**config.mk**
```make
export PLATFORM = sky130hd
export DESIGN_NAME = vector_pe_sequencer
export DESIGN_NICKNAME = d
export VERILOG_FILES = /design/src/rtl/vpe_pkg.sv /design/src/rtl/vpe_len_calc.sv /design/src/rtl/vector_pe_sequencer.sv
export SDC_FILE = /design/constraint.sdc
export NUM_CORES = 1
export LEC_CHECK = 0
export BUFFER_PORTS_ARGS = -buffer_cell sky130_fd_sc_hd__buf_4
export CORE_MARGIN = 1
export CORE_UTILIZATION = 53
export DETAILED_ROUTE_END_ITERATION = 8
export GPL_TIMING_DRIVEN = 0
export PLACE_DENSITY = 0.82
export SKIP_CTS_REPAIR_TIMING = 1
export SLEW_MARGIN = 40
export SYNTH_ARGS = -nofsm -noshare
export SYNTH_HDL_FRONTEND = slang
export SYNTH_SLANG_ARGS = --single-unit
```
**constraint.sdc**
```tcl
create_clock -name clk -period 9.27 [get_ports clk]
set_input_delay 0.927 -clock clk [delete_from_list [all_inputs] [get_ports clk]]
set_output_delay 0.927 -clock clk [all_outputs]
set_load 0.02 [all_outputs]
```
**src/rtl/vpe_pkg.sv**
```systemverilog
`default_nettype none
// ============================================================================
// Module  : vpe_pkg
// Brief   : Shared opcodes, SEW constants, FSM states and helpers for the
//           vector PE sequencer.
// Revision: 1.0 - initial release
// ============================================================================
package vpe_pkg;

    localparam logic [7:0] c_op_vadd      = 8'h00;
    localparam logic [7:0] c_op_vmul      = 8'h01;
    localparam logic [7:0] c_op_vdot      = 8'h02;
    localparam logic [7:0] c_op_vadd_varp = 8'h03;
    localparam logic [7:0] c_op_vmul_varp = 8'h04;
    localparam logic [7:0] c_op_vdot_varp = 8'h05;
    localparam logic [7:0] c_op_vmac      = 8'h06;
    localparam logic [7:0] c_op_vmac_varp = 8'h07;
    localparam logic [7:0] c_op_max       = 8'h07;

    localparam logic [9:0] c_sew_8  = 10'd8;
    localparam logic [9:0] c_sew_16 = 10'd16;
    localparam logic [9:0] c_sew_32 = 10'd32;

    typedef enum logic [2:0] {
        S_IDLE = 3'd0,
        S_RD   = 3'd1,
        S_EXEC = 3'd2,
        S_WAIT = 3'd3,
        S_WB   = 3'd4,
        S_DONE = 3'd5
    } vpe_state_t;

    function automatic logic is_varp(input logic [7:0] op);
        return op inside {c_op_vadd_varp, c_op_vmul_varp, c_op_vdot_varp, c_op_vmac_varp};
    endfunction

    function automatic logic is_mul(input logic [7:0] op);
        return op inside {c_op_vmul, c_op_vdot, c_op_vmul_varp, c_op_vdot_varp,
                          c_op_vmac, c_op_vmac_varp};
    endfunction

endpackage
`default_nettype wire

```
**src/rtl/vpe_len_calc.sv**
```systemverilog
`default_nettype none
// ============================================================================
// Module  : vpe_len_calc
// Brief   : Word count, tail byte strobe and command legality for one op.
// Revision: 1.0 - initial release
// ============================================================================
module vpe_len_calc #(
    parameter int WORDS_PER_VREG = 8,
    parameter int VL_W           = 8,
    parameter int CNT_W          = $clog2(WORDS_PER_VREG + 1)
) (
    input  logic [VL_W-1:0]  i_vl,
    input  logic [9:0]       i_sew,
    input  logic [3:0]       i_vap,
    input  logic [7:0]       i_instr,
    output logic [CNT_W-1:0] o_nw,
    output logic [3:0]       o_tail_strb,
    output logic             o_err,
    output logic             o_vl_zero
);
    import vpe_pkg::*;

    localparam int c_prod_w = VL_W + 11;

    logic [9:0]          w_ew;
    logic [c_prod_w-1:0] w_bits;
    logic [c_prod_w-1:0] w_nw_full;
    logic                w_sew_bad;
    logic                w_vap_bad;
    logic                w_op_bad;
    logic                w_len_bad;

    always_comb begin
        w_ew      = is_varp(i_instr) ? c_sew_8 : i_sew;
        w_bits    = c_prod_w'(i_vl) * c_prod_w'(w_ew);
        w_nw_full = (w_bits + c_prod_w'(31)) >> 5;

        w_sew_bad = !(i_sew inside {c_sew_8, c_sew_16, c_sew_32});
        w_vap_bad = is_varp(i_instr) && !(i_vap inside {4'd1, 4'd2, 4'd4, 4'd8});
        w_op_bad  = i_instr > c_op_max;
        w_len_bad = w_nw_full > c_prod_w'(WORDS_PER_VREG);

        o_err     = w_sew_bad || w_vap_bad || w_op_bad || w_len_bad;
        o_vl_zero = (i_vl == '0);
        o_nw      = w_nw_full[CNT_W-1:0];

        // Bytes in the final word: total bytes modulo 4, zero meaning a full word
        case (w_bits[4:3])
            2'd1:    o_tail_strb = 4'h1;
            2'd2:    o_tail_strb = 4'h3;
            2'd3:    o_tail_strb = 4'h7;
            default: o_tail_strb = 4'hF;
        endcase
    end

endmodule
`default_nettype wire

```
**src/rtl/vector_pe_sequencer.sv**
```systemverilog
`default_nettype none
// ============================================================================
// Module  : vector_pe_sequencer
// Brief   : Issues one vector op word-by-word: VRF read, PE start/done, VRF write.
// Revision: 1.0 - initial release
// ============================================================================
module vector_pe_sequencer #(
    parameter int WORDS_PER_VREG = 8,
    parameter int VL_W           = 8,
    parameter int PE_TIMEOUT     = 64
) (
    input  logic                                clk,
    input  logic                                reset,
    input  logic                                cmd_valid,
    output logic                                cmd_ready,
    input  logic [7:0]                          cmd_instr,
    input  logic [4:0]                          cmd_vs1,
    input  logic [4:0]                          cmd_vs2,
    input  logic [4:0]                          cmd_vd,
    input  logic [VL_W-1:0]                     cmd_vl,
    input  logic [9:0]                          cmd_sew,
    input  logic [3:0]                          cmd_vap,
    output logic [5+$clog2(WORDS_PER_VREG)-1:0] rf_raddr_a,
    output logic [5+$clog2(WORDS_PER_VREG)-1:0] rf_raddr_b,
    output logic [5+$clog2(WORDS_PER_VREG)-1:0] rf_raddr_c,
    input  logic [31:0]                         rf_rdata_a,
    input  logic [31:0]                         rf_rdata_b,
    input  logic [31:0]                         rf_rdata_c,
    output logic                                rf_we,
    output logic [3:0]                          rf_wstrb,
    output logic [5+$clog2(WORDS_PER_VREG)-1:0] rf_waddr,
    output logic [31:0]                         rf_wdata,
    output logic [7:0]                          pe_instruction,
    output logic                                pe_start,
    output logic [9:0]                          pe_sew,
    output logic [3:0]                          pe_vap,
    output logic [31:0]                         pe_opA,
    output logic [31:0]                         pe_opB,
    output logic [31:0]                         pe_opC,
    input  logic                                pe_done,
    input  logic [31:0]                         pe_out,
    output logic                                cmd_done,
    output logic                                cmd_err
);
    import vpe_pkg::*;

    localparam int c_word_w = $clog2(WORDS_PER_VREG);
    localparam int c_cnt_w  = $clog2(WORDS_PER_VREG + 1);
    localparam int c_tmo_w  = $clog2(PE_TIMEOUT + 1);

    vpe_state_t          r_state;
    logic [7:0]          r_instr;
    logic [4:0]          r_vs1;
    logic [4:0]          r_vs2;
    logic [4:0]          r_vd;
    logic [9:0]          r_sew;
    logic [3:0]          r_vap;
    logic [c_cnt_w-1:0]  r_nw;
    logic [3:0]          r_tail_strb;
    logic [c_word_w-1:0] r_idx;
    logic [c_tmo_w-1:0]  r_tmo;

    logic [c_cnt_w-1:0]  w_nw;
    logic [3:0]          w_tail_strb;
    logic                w_err;
    logic                w_vl_zero;
    logic                w_last;
    logic [c_word_w-1:0] w_idx_next;

    vpe_len_calc #(
        .WORDS_PER_VREG (WORDS_PER_VREG),
        .VL_W           (VL_W),
        .CNT_W          (c_cnt_w)
    ) u_len_calc (
        .i_vl        (cmd_vl),
        .i_sew       (cmd_sew),
        .i_vap       (cmd_vap),
        .i_instr     (cmd_instr),
        .o_nw        (w_nw),
        .o_tail_strb (w_tail_strb),
        .o_err       (w_err),
        .o_vl_zero   (w_vl_zero)
    );

    assign w_last     = (c_cnt_w'(r_idx) + c_cnt_w'(1)) == r_nw;
    assign w_idx_next = r_idx + c_word_w'(1);

    always_ff @(posedge clk or posedge reset) begin
        if (reset) begin
            r_state        <= S_IDLE;
            r_instr        <= '0;
            r_vs1          <= '0;
            r_vs2          <= '0;
            r_vd           <= '0;
            r_sew          <= '0;
            r_vap          <= '0;
            r_nw           <= '0;
            r_tail_strb    <= '0;
            r_idx          <= '0;
            r_tmo          <= '0;
            cmd_ready      <= 1'b1;
            rf_raddr_a     <= '0;
            rf_raddr_b     <= '0;
            rf_raddr_c     <= '0;
            rf_we          <= 1'b0;
            rf_wstrb       <= '0;
            rf_waddr       <= '0;
            rf_wdata       <= '0;
            pe_instruction <= '0;
            pe_start       <= 1'b0;
            pe_sew         <= '0;
            pe_vap         <= '0;
            pe_opA         <= '0;
            pe_opB         <= '0;
            pe_opC         <= '0;
            cmd_done       <= 1'b0;
            cmd_err        <= 1'b0;
        end else begin
            cmd_done <= 1'b0;
            cmd_err  <= 1'b0;
            rf_we    <= 1'b0;
            case (r_state)
                S_IDLE: begin
                    if (cmd_valid) begin
                        r_instr     <= cmd_instr;
                        r_vs1       <= cmd_vs1;
                        r_vs2       <= cmd_vs2;
                        r_vd        <= cmd_vd;
                        r_sew       <= cmd_sew;
                        r_vap       <= cmd_vap;
                        r_nw        <= w_nw;
                        r_tail_strb <= w_tail_strb;
                        r_idx       <= '0;
                        cmd_ready   <= 1'b0;
                        if (w_err || w_vl_zero) begin
                            cmd_done <= 1'b1;
                            cmd_err  <= w_err;
                            r_state  <= S_DONE;
                        end else begin
                            rf_raddr_a <= {cmd_vs1, {c_word_w{1'b0}}};
                            rf_raddr_b <= {cmd_vs2, {c_word_w{1'b0}}};
                            rf_raddr_c <= {cmd_vd,  {c_word_w{1'b0}}};
                            r_state    <= S_RD;
                        end
                    end
                end
                S_RD: begin
                    r_state <= S_EXEC;
                end
                S_EXEC: begin
                    pe_opA         <= rf_rdata_a;
                    pe_opB         <= rf_rdata_b;
                    pe_opC         <= rf_rdata_c;
                    pe_instruction <= r_instr;
                    pe_sew         <= r_sew;
                    pe_vap         <= r_vap;
                    pe_start       <= 1'b1;
                    r_tmo          <= '0;
                    r_state        <= S_WAIT;
                end
                S_WAIT: begin
                    if (pe_done) begin
                        pe_start <= 1'b0;
                        rf_we    <= 1'b1;
                        rf_waddr <= {r_vd, r_idx};
                        rf_wdata <= pe_out;
                        rf_wstrb <= w_last ? r_tail_strb : 4'hF;
                        r_state  <= S_WB;
                    end else if (r_tmo == c_tmo_w'(PE_TIMEOUT - 1)) begin
                        pe_start <= 1'b0;
                        cmd_done <= 1'b1;
                        cmd_err  <= 1'b1;
                        r_state  <= S_DONE;
                    end else begin
                        r_tmo <= r_tmo + c_tmo_w'(1);
                    end
                end
                S_WB: begin
                    // Next read is issued only after this write, so vs1/vs2 == vd is safe
                    if (w_last) begin
                        cmd_done <= 1'b1;
                        r_state  <= S_DONE;
                    end else begin
                        r_idx      <= w_idx_next;
                        rf_raddr_a <= {r_vs1, w_idx_next};
                        rf_raddr_b <= {r_vs2, w_idx_next};
                        rf_raddr_c <= {r_vd,  w_idx_next};
                        r_state    <= S_RD;
                    end
                end
                S_DONE: begin
                    cmd_ready <= 1'b1;
                    r_state   <= S_IDLE;
                end
                default: begin
                    pe_start  <= 1'b0;
                    cmd_ready <= 1'b1;
                    r_state   <= S_IDLE;
                end
            endcase
        end
    end

endmodule
`default_nettype wire

```
* Word-level counts from Yosys, hierarchy flattened
Index checks and enable logic that the tools add are counted.
Storage, ports and cells: register bits after elaboration 249, word-level logic and storage cells 131
Operators by class: equality and inequality tests 27, multipliers 1, bitwise operators 2, $add $sub $neg 4, muxes and demuxes 43, reductions and logical operators 24, order comparisons 2
Operators with widths (count):
- 2-to-1 mux 8 bit | 9
- case mux 8 bit (2 select lines) | 3
- equality test 8 x 3 -> 1 bit, second input constant | 3
- 2-to-1 mux 3 bit | 7
- adder 18 x 5 -> 19 bit, second input constant | 1
- multiplier 8 x 10 -> 18 bit | 1
- case mux 3 bit (5 select lines) | 1
- > comparator 14 x 4 -> 1 bit, second input constant | 1
- 2-to-1 mux 7 bit | 2
- case mux 7 bit (2 select lines) | 1
- 2-to-1 mux 1 bit | 12
- case mux 4 bit (3 select lines) | 1
- equality test 10 x 4 -> 1 bit, second input constant | 1
- equality test 10 x 5 -> 1 bit, second input constant | 1
- equality test 10 x 6 -> 1 bit, second input constant | 1
- 2-to-1 mux 10 bit | 1
- inequality test 2 bit, second input constant | 5
- AND reduction 2 bit | 5
- equality test 8 x 2 -> 1 bit, second input constant | 1
- > comparator 8 x 3 -> 1 bit, second input constant | 1
- logical NOT 8 bit | 1
- nonzero test 4 bit | 2
- OR reduction 4 bit | 2
- adder 7 x 1 -> 7 bit, second input constant | 1
- other kinds (27) | 39

* Longest topological paths before layout
Gate-level depths: netlist of the first run.
depth after elaboration 11, mapped depth 26, depth with buffers taken out 23

* Modules after synthesis
From an unflattened synthesis of the first run, not the netlist that was laid out.
Second synthesis, totals: cells, all modules 1058, area, all modules 12921.1 µm²
Modules (own cells, without submodules):
- vector_pe_sequencer | times used 1, area an instance 9522.9 µm², cells each 626
- vpe_len_calc | times used 1, area an instance 3398.3 µm², cells each 432

* Worst setup path after synthesis of the first run
OpenSTA, ideal clock, no wires.
path type in2reg, start input port cmd_instr[1], end register rf_raddr_a[3], data required time 9.152 ns, buffers on the path 3, arrival time 7.228 ns, cell stages on the path 24, setup slack 1.924 ns, cells stage by stage mux2_2 -> nand3_1 -> clkbuf_1 -> buf_1 -> nand3_1 -> fa_1 -> fa_1 -> inv_1 -> fa_1 -> inv_1 -> fa_1 -> inv_1 -> ha_1 -> nand4_1 -> or3_1 -> a311o_4 -> nor4b_4 -> nand3_1 -> nor4b_1 -> o2111ai_1 -> nor4_4 -> nor2_4 -> buf_6 -> a21o_1
Between the ends: cells in the longest elaborated chain, start to end 10, elaborated cells on any way between the ends 17
RTL lines:
- from (decl) | line vector_pe_sequencer.sv:16 | input logic [7:0] cmd_instr,
- equality test 8 x 2 -> 1 bit or equality test 8 x 3 -> 1 bit (tied branches) | line vpe_pkg.sv:34 | return op inside {c_op_vadd_varp, c_op_vmul_varp, c_op_vdot_varp, c_op_vmac_varp};
- nonzero test 4 bit | line vpe_pkg.sv:34
- 2-to-1 mux 10 bit | line vpe_len_calc.sv:34 | w_ew = is_varp(i_instr) ? c_sew_8 : i_sew;
- multiplier 8 x 10 -> 18 bit | line vpe_len_calc.sv:35 | w_bits = c_prod_w'(i_vl) * c_prod_w'(w_ew);
- adder 18 x 5 -> 19 bit | line vpe_len_calc.sv:36 | w_nw_full = (w_bits + c_prod_w'(31)) >> 5;
- > comparator 14 x 4 -> 1 bit | line vpe_len_calc.sv:41 | w_len_bad = w_nw_full > c_prod_w'(WORDS_PER_VREG);
- logical OR 1 bit * | line vpe_len_calc.sv:43 | o_err = w_sew_bad || w_vap_bad || w_op_bad || w_len_bad;
- logical OR 1 bit * | line vector_pe_sequencer.sv:135 | if (w_err || w_vl_zero) begin
- inequality test 2 bit (no line) *
- AND reduction 4 bit (no line) *
- to (signal assigned) | line vector_pe_sequencer.sv:140 | rf_raddr_a <= {cmd_vs1, {c_word_w{1'b0}}};
- to (signal assigned) | line vector_pe_sequencer.sv:185 | rf_raddr_a <= {r_vs1, w_idx_next};
- to (decl) | line vector_pe_sequencer.sv:23 | output logic [5+$clog2(WORDS_PER_VREG)-1:0] rf_raddr_a,
Every way passes the cells marked *; elsewhere a longest branch is shown, timed or not. A chain may end at the register's enable or synchronous reset.

* Worst setup path in the final report of the first run
start input port cmd_instr[4], end register rf_raddr_c[5]
Between the ends: cells in the longest elaborated chain, start to end 10, elaborated cells on any way between the ends 17
RTL lines:
- equality test 8 x 2 -> 1 bit or equality test 8 x 3 -> 1 bit (tied branches) | line vpe_pkg.sv:34
- nonzero test 4 bit | line vpe_pkg.sv:34
- 2-to-1 mux 10 bit | line vpe_len_calc.sv:34
- multiplier 8 x 10 -> 18 bit | line vpe_len_calc.sv:35
- adder 18 x 5 -> 19 bit | line vpe_len_calc.sv:36
- > comparator 14 x 4 -> 1 bit | line vpe_len_calc.sv:41
- logical OR 1 bit * | line vpe_len_calc.sv:43
- logical OR 1 bit * | line vector_pe_sequencer.sv:135
- inequality test 2 bit (no line) *
- AND reduction 4 bit (no line) *
- to (signal assigned) | line vector_pe_sequencer.sv:142 | rf_raddr_c <= {cmd_vd, {c_word_w{1'b0}}};
- to (signal assigned) | line vector_pe_sequencer.sv:187 | rf_raddr_c <= {r_vd, w_idx_next};
- to (decl) | line vector_pe_sequencer.sv:25 | output logic [5+$clog2(WORDS_PER_VREG)-1:0] rf_raddr_c,
Marked as above.

==> results of run 1 <==
[metal layers]
metal	global-route usage, %	share of wire (%)	vias to the layer above
li1	-	-	4685
met1	34.9	40	5035
met2	48.8	49	405
met4	11.6	4.6	0
met3	6.00	6.6	91
met5	0	0	-
[power by group]
group	total, mW	switching (mW)	internal [mW]
combinational	3.30	1.80	1.50
clock	1.04	0.411	0.632
sequential	1.88	0.309	1.58
total	6.23	2.52	3.70
[critical path, cell delays in order]
cell and delay [ns]:
buf_4 0.11, nor4_1 0.61, nand3_1 0.39, clkbuf_1 0.33
clkbuf_1 0.29, and3_1 0.27, fa_1 0.50, fa_1 0.51
fa_1 0.54, inv_1 0.05, fa_1 0.52, inv_1 0.04
ha_1 0.26, buf_4 0.15, nand4_1 0.16, or3_1 0.35
a311o_4 0.37, nor4b_4 0.36, nand3_1 0.12, nor4b_1 0.30
o2111ai_1 0.24, nor4_4 0.63, nor2_4 0.15, buf_6 0.19
a21o_1 0.18
[flip-flops by register name, summed over array words and instances, names as in the netlist, 8 cells and up]
name and count:
rf_waddr 8, r_instr 8, pe_opB 32, rf_wdata 32
pe_sew 10, pe_opC 32, rf_raddr_a 8, pe_opA 32
r_sew 10, pe_instruction 8
[cells in the final DEF, fill, tap and decap left out, types with 3 or more instances in the layout]
master	n
o21ai_0	22
nand4_1	6
or3_1	6
a21oi_1	16
o2bb2ai_1	4
xnor2_1	14
buf_4	370
nand3b_1	3
a22o_1	16
mux2_2	160
clkbuf_1	58
and2_1	8
nor4_1	5
a31o_2	3
and3_1	54
nor3_1	13
o211ai_1	5
o21a_1	3
o21bai_1	3
inv_1	71
a21o_2	8
buf_1	7
nand3_1	33
nand2b_1	7
or4_1	3
a31oi_1	5
a21o_1	17
xor2_1	11
nand2_1	155
nor2_1	36
dfrtp_1	242
buf_16	3
o31ai_1	3
clkbuf_8	10
fa_1	48
ha_1	43
clkbuf_16	25
[final timing paths]
check	from	to	slack, ns	cells after the start
min in group clk	rf_wdata[2]	rf_wdata[2]	0.48	2
min reg2reg	rf_wdata[2]	rf_wdata[2]	0.48	2
min	reset	pe_opC[22]	0.36	2
max in group asynchronous	reset	cmd_ready	7.85	4
max	cmd_instr[4]	rf_raddr_c[5]	1.08	25
max reg2reg	r_state[1]	pe_sew[5]	6.25	6
[area by class of cell]
| cell class | instances | area share [%] |
|---|---|---|
| well taps | 319 | 2.36 |
| clock buffers | 40 | 4.62 |
| flip-flops and latches | 243 | 35.9 |
| multi-input cells | 751 | 36.6 |
| inverters | 72 | 1.64 |
| clock inverters | 5 | 0.488 |
| repair buffers | 366 | 16.6 |
| diodes | 1 | 0.0148 |
| plain buffers | 71 | 1.83 |
[metrics by stage]
step / instance area (um2) / instances
final: 16900 / 1868
after global placement: 16000 / 1819
after global routing: 16900 / 1868
after CTS: 16900 / 1867
after floorplan: 12900 / 1137
after detailed placement: 16100 / 1822
[cell families (layout without fill, tap and decap cells)]
| family | after synthesis | after routing | synth area share (%) |
|---|---|---|---|
| adders and majority gates | 91 | 91 | 11.7 |
| DFF | 243 | 243 | 47.3 |
| buffers and inverters | 143 | 554 | 4.52 |
| xor gates and xnor gates | 25 | 25 | 1.70 |
| AOI/OAI and AO/OA | 128 | 128 | 7.44 |
| muxes | 160 | 160 | 14.0 |
| and+or+nand+nor | 347 | 347 | 13.4 |
| other | 0 | 1 | 0 |
==> flow_summary.toml, run 1 <==
[critical_path]
endpoint_kind = "register"
path_class = "in2reg"
cp.required_ns = 9.67
critPathArrivalTime_ns = 8.59
startpoint_type = "input port"
crit_fanout = 10

[routing]
totalWireLength_um = 35800
wire_per_inst_um = 19.1
drtIter0Drc = 675
first_pass_iters = 5
drc = 0
ant_nets = 0
vias_per_cell = 5.47
vias = 10200

[sta]
finalHoldViolCount = 0
fin_skew_ns = 0.0276
slew_headroom_pct = 40.9
hold_slack_ns = 0.358
min_period_over_period_pct = 88.4
rsz0062_at_grt = "no"
worst_pin_slew_ns = 0.886
final_max_slew_viol_count = 0
fin_tns_setup_ns = 0
final-setup-viol-count = 0
fmax_mhz = 122
fin_ws_ns = 1.08
period_needed_ns = 8.19

[floorplan]
rows = 56
design.die.area_um2 = 24900
core-area_um2 = 23600
ioPinCount = 368
die_y_um = 158
initial_core_util_pct = 54.4
fp.dieW_um = 158

[global_route]
grt.overflow.total = 0
grt_max_degree = 74
grt_pass1_vias = 10400
grt_pass1_wl_um = 54400
antenna_found_initial = 1
track_usage_pct = 28.4

[synthesis]
synthDistinctLibCells = 65
syn_avg_cell_area_um2 = 11.3
synth_common_cells = "dfrtp_1, mux2_2, nand2_1"
synth_area_leaders = "dfrtp_1, mux2_2, fa_1"
synth.yosys.seq_area_share_pct = 47.3
ys_async_sr_fraction_pct = 100
yosysTopAreaCellShare_pct = 47.1
synthesis.nets = 1405
synth_most_common_cell = "dfrtp_1"
synth_seq_cells = 243
synth_area_um2 = 12900
synth_top_area_cell = "dfrtp_1"
synthCells = 1137
synthFlopType = "dfrtp_1"
yosys_warnings = 0
synth_edf_count = 0

[clock_network]
clock-sinks = 243
cts_made_buffers = 25
clk_path_buf_depth = 3
clock-root-buffer = "clkbuf_16"
clock_latency_ns = 0.53
cts_max_level = 1
cts_tree = "built"
clkTransAtPathRegs_ns = 0.06

[layout]
fin_util_pct = 71.7
layout-drive-gt1-share_pct = 39.0
regArea_um2 = 6080
syn2layout_area_growth_pct = 31.7
fillers = 1671
layout.nets = 1798
multi_input_area_um2 = 6190

[power]
ir_drop_v = 0.000261
power_density_nw_per_um2 = 368
fin_total_pwr_mw = 6.23
total_leakage_power_nw = 8.44

[run_status]
status = "complete, no violations"

[worst_hold_path]
hold_class = "in2async"

[placement]
port_buffers = 363
place.gp.congestion = 0.882
place_ws_ns = 0.592
hpwl_um = 27400

[run]
drv_cap = 0
Note: power is estimated with default switching activity, not from simulation.
==> inputs of run 2 (changes only) <==
CAP_MARGIN = 0   (was unset)
PLACE_DENSITY = 0.81   (was 0.82)
==> flow_summary.toml, run 2 (synthesis gave the netlist of run 1 again) <==
[global_route]
grt_max_degree = 82
antenna_found_initial = 1
grt_pass1_wl_um = 54500
grt.overflow.total = 0
grt_pass1_vias = 10200
track_usage_pct = 28.7

[routing]
totalWireLength_um = 36300
ant_nets = 0
first_pass_iters = 5
wire_per_inst_um = 19.4
vias_per_cell = 5.42
drtIter0Drc = 741
drc = 0
vias = 10100

[critical_path]
path_class = "in2reg"
critPathArrivalTime_ns = 8.48
startpoint = "cmd_instr[4]"
reg2reg_to = "pe_instruction[1]"
setup.worst_path.end = "rf_raddr_a[3]"
startpoint_type = "input port"
rr_worst_depth = 6
reg2reg_from = "r_state[1]"
rrSetupSlack_ns = 6.16
crit_fanout = 10
endpoint_kind = "register"
cp.required_ns = 9.69

[power]
power_frac_seq_pct = 30.2
power_frac_comb_pct = 53.4
fin_total_pwr_mw = 6.22
clock_power_share_pct = 16.4
intPower_mw = 3.67
p_sw_share_pct = 41.0
power_density_nw_per_um2 = 368
ir_drop_v = 0.000254
switchingPower_mw = 2.55
total_leakage_power_nw = 8.43

[floorplan]
fp.dieW_um = 158
die_y_um = 158
design.die.area_um2 = 24900
core-area_um2 = 23600
initial_core_util_pct = 54.4
ioPinCount = 368
rows = 56

[sta]
min_period_over_period_pct = 87.0
finalHoldViolCount = 0
fin_skew_ns = 0.0151
final-setup-viol-count = 0
period_needed_ns = 8.06
rsz0062_at_grt = "no"
worst_pin_slew_ns = 0.829
slew_headroom_pct = 44.8
final_max_slew_viol_count = 0
fmax_mhz = 124
fin_ws_ns = 1.21

[layout]
layout.nets = 1799
regArea_um2 = 6080
syn2layout_area_growth_pct = 31.6
fin_area_um2 = 16900
fin_cells = 1870
multi_input_area_um2 = 6190
fillers = 1647
final_cell_mix = "buf_4, dfrtp_1, mux2_2"
final_common_cell = "buf_4"
fin_util_pct = 71.6
layout-drive-gt1-share_pct = 38.9

[clock_network]
clk_path_buf_depth = 3
cts_max_level = 1
cts_tree = "built"
clock_latency_ns = 0.53
clock-root-buffer = "clkbuf_16"
cts_made_buffers = 26
clkTransAtPathRegs_ns = 0.07
clock-sinks = 243

[placement]
place.gp.congestion = 0.880
dpl.cell_count = 1822
hpwl_um = 27800
dpl_cell_area_um2 = 16100
port_buffers = 363
place_ws_ns = 0.661

[run]
drv_cap = 0

[worst_hold_path]
hold_class = "in2async"

[run_status]
status = "complete, no violations"
[run 2: cell count changes in the layout (fill, tap and decap cells not counted), sizes merged]
cell / previous run / this run
bufinv: 2 / 1
inv: 74 / 73
clkinvlp: 0 / 1
clkinv: 1 / 4
[run 2: stage by stage]
| stage | TNS (ns) | hold slack (ns) |
|---|---|---|
| after CTS | 0 | 0.271 |
| after floorplan | 0 | 0.435 |
| after global placement | -206.95 | 0.452 |
| after global routing | 0 | 0.276 |
| after detailed placement | 0 | 0.456 |
| final | 0 | 0.286 |
[run 2: final cells by class]
cell class / count / area share, %
multi-input combinational: 751 / 36.6
sequential: 243 / 36.0
timing repair buffer: 366 / 16.6
clock buffer: 40 / 4.51
tap: 319 / 2.36
buffer: 71 / 1.83
inverter: 72 / 1.64
clock inverter: 7 / 0.459
antenna: 1 / 0.0148
[run 2: critical path, stage by stage]
cell and delay [ns]:
buf_4 0.13, nor4_1 0.52, nand3_1 0.33, clkbuf_1 0.32
clkbuf_1 0.32, and3_1 0.29, fa_1 0.42, fa_1 0.55
inv_1 0.05, fa_1 0.48, fa_1 0.55, inv_1 0.05
ha_1 0.27, buf_2 0.19, nand4_1 0.14, or3_1 0.34
a311o_4 0.37, nor4b_4 0.39, nand3_1 0.12, nor4b_1 0.32
o2111ai_1 0.24, nor4_4 0.62, nor2_4 0.15, buf_6 0.20
a21o_1 0.19
[run 2: worst min-delay path by stage]
stage	startpoint	endpoint	slack, ns	cells past startpoint
2_1_floorplan	r_tail_strb[0]	r_tail_strb[0]	0.44	1
3_3_place_gp	r_tail_strb[0]	r_tail_strb[0]	0.45	1
3_5_place_dp	r_tail_strb[0]	r_tail_strb[0]	0.46	1
4_1_cts	reset	pe_opA[10]	0.27	2
5_1_grt	reset	pe_opA[11]	0.28	2
6_report	reset	pe_opA[10]	0.29	2
[run 2: routing by layer]
| metal | track usage (%) | vias up | wire length (um) |
|---|---|---|---|
| met5 | 0 | - | 0 |
| met1 | 35.4 | 5025 | 14300 |
| met4 | 8.65 | 0 | 941 |
| met2 | 49.7 | 370 | 18300 |
| met3 | 6.87 | 61 | 2810 |
| li1 | - | 4686 | - |
[run 2: power groups by stage]
| stage | clock network, mW | logic, mW | registers, mW |
|---|---|---|---|
| 6_report | 1.02 | 3.32 | 1.88 |
| 2_1_floorplan | 0 | 1.67 | 2.31 |
| 3_5_place_dp | 0 | 3.30 | 1.88 |
| 5_1_grt | 1.07 | 3.58 | 1.94 |
| 3_3_place_gp | 0 | 3.20 | 1.85 |
| 4_1_cts | 1.03 | 3.33 | 1.87 |
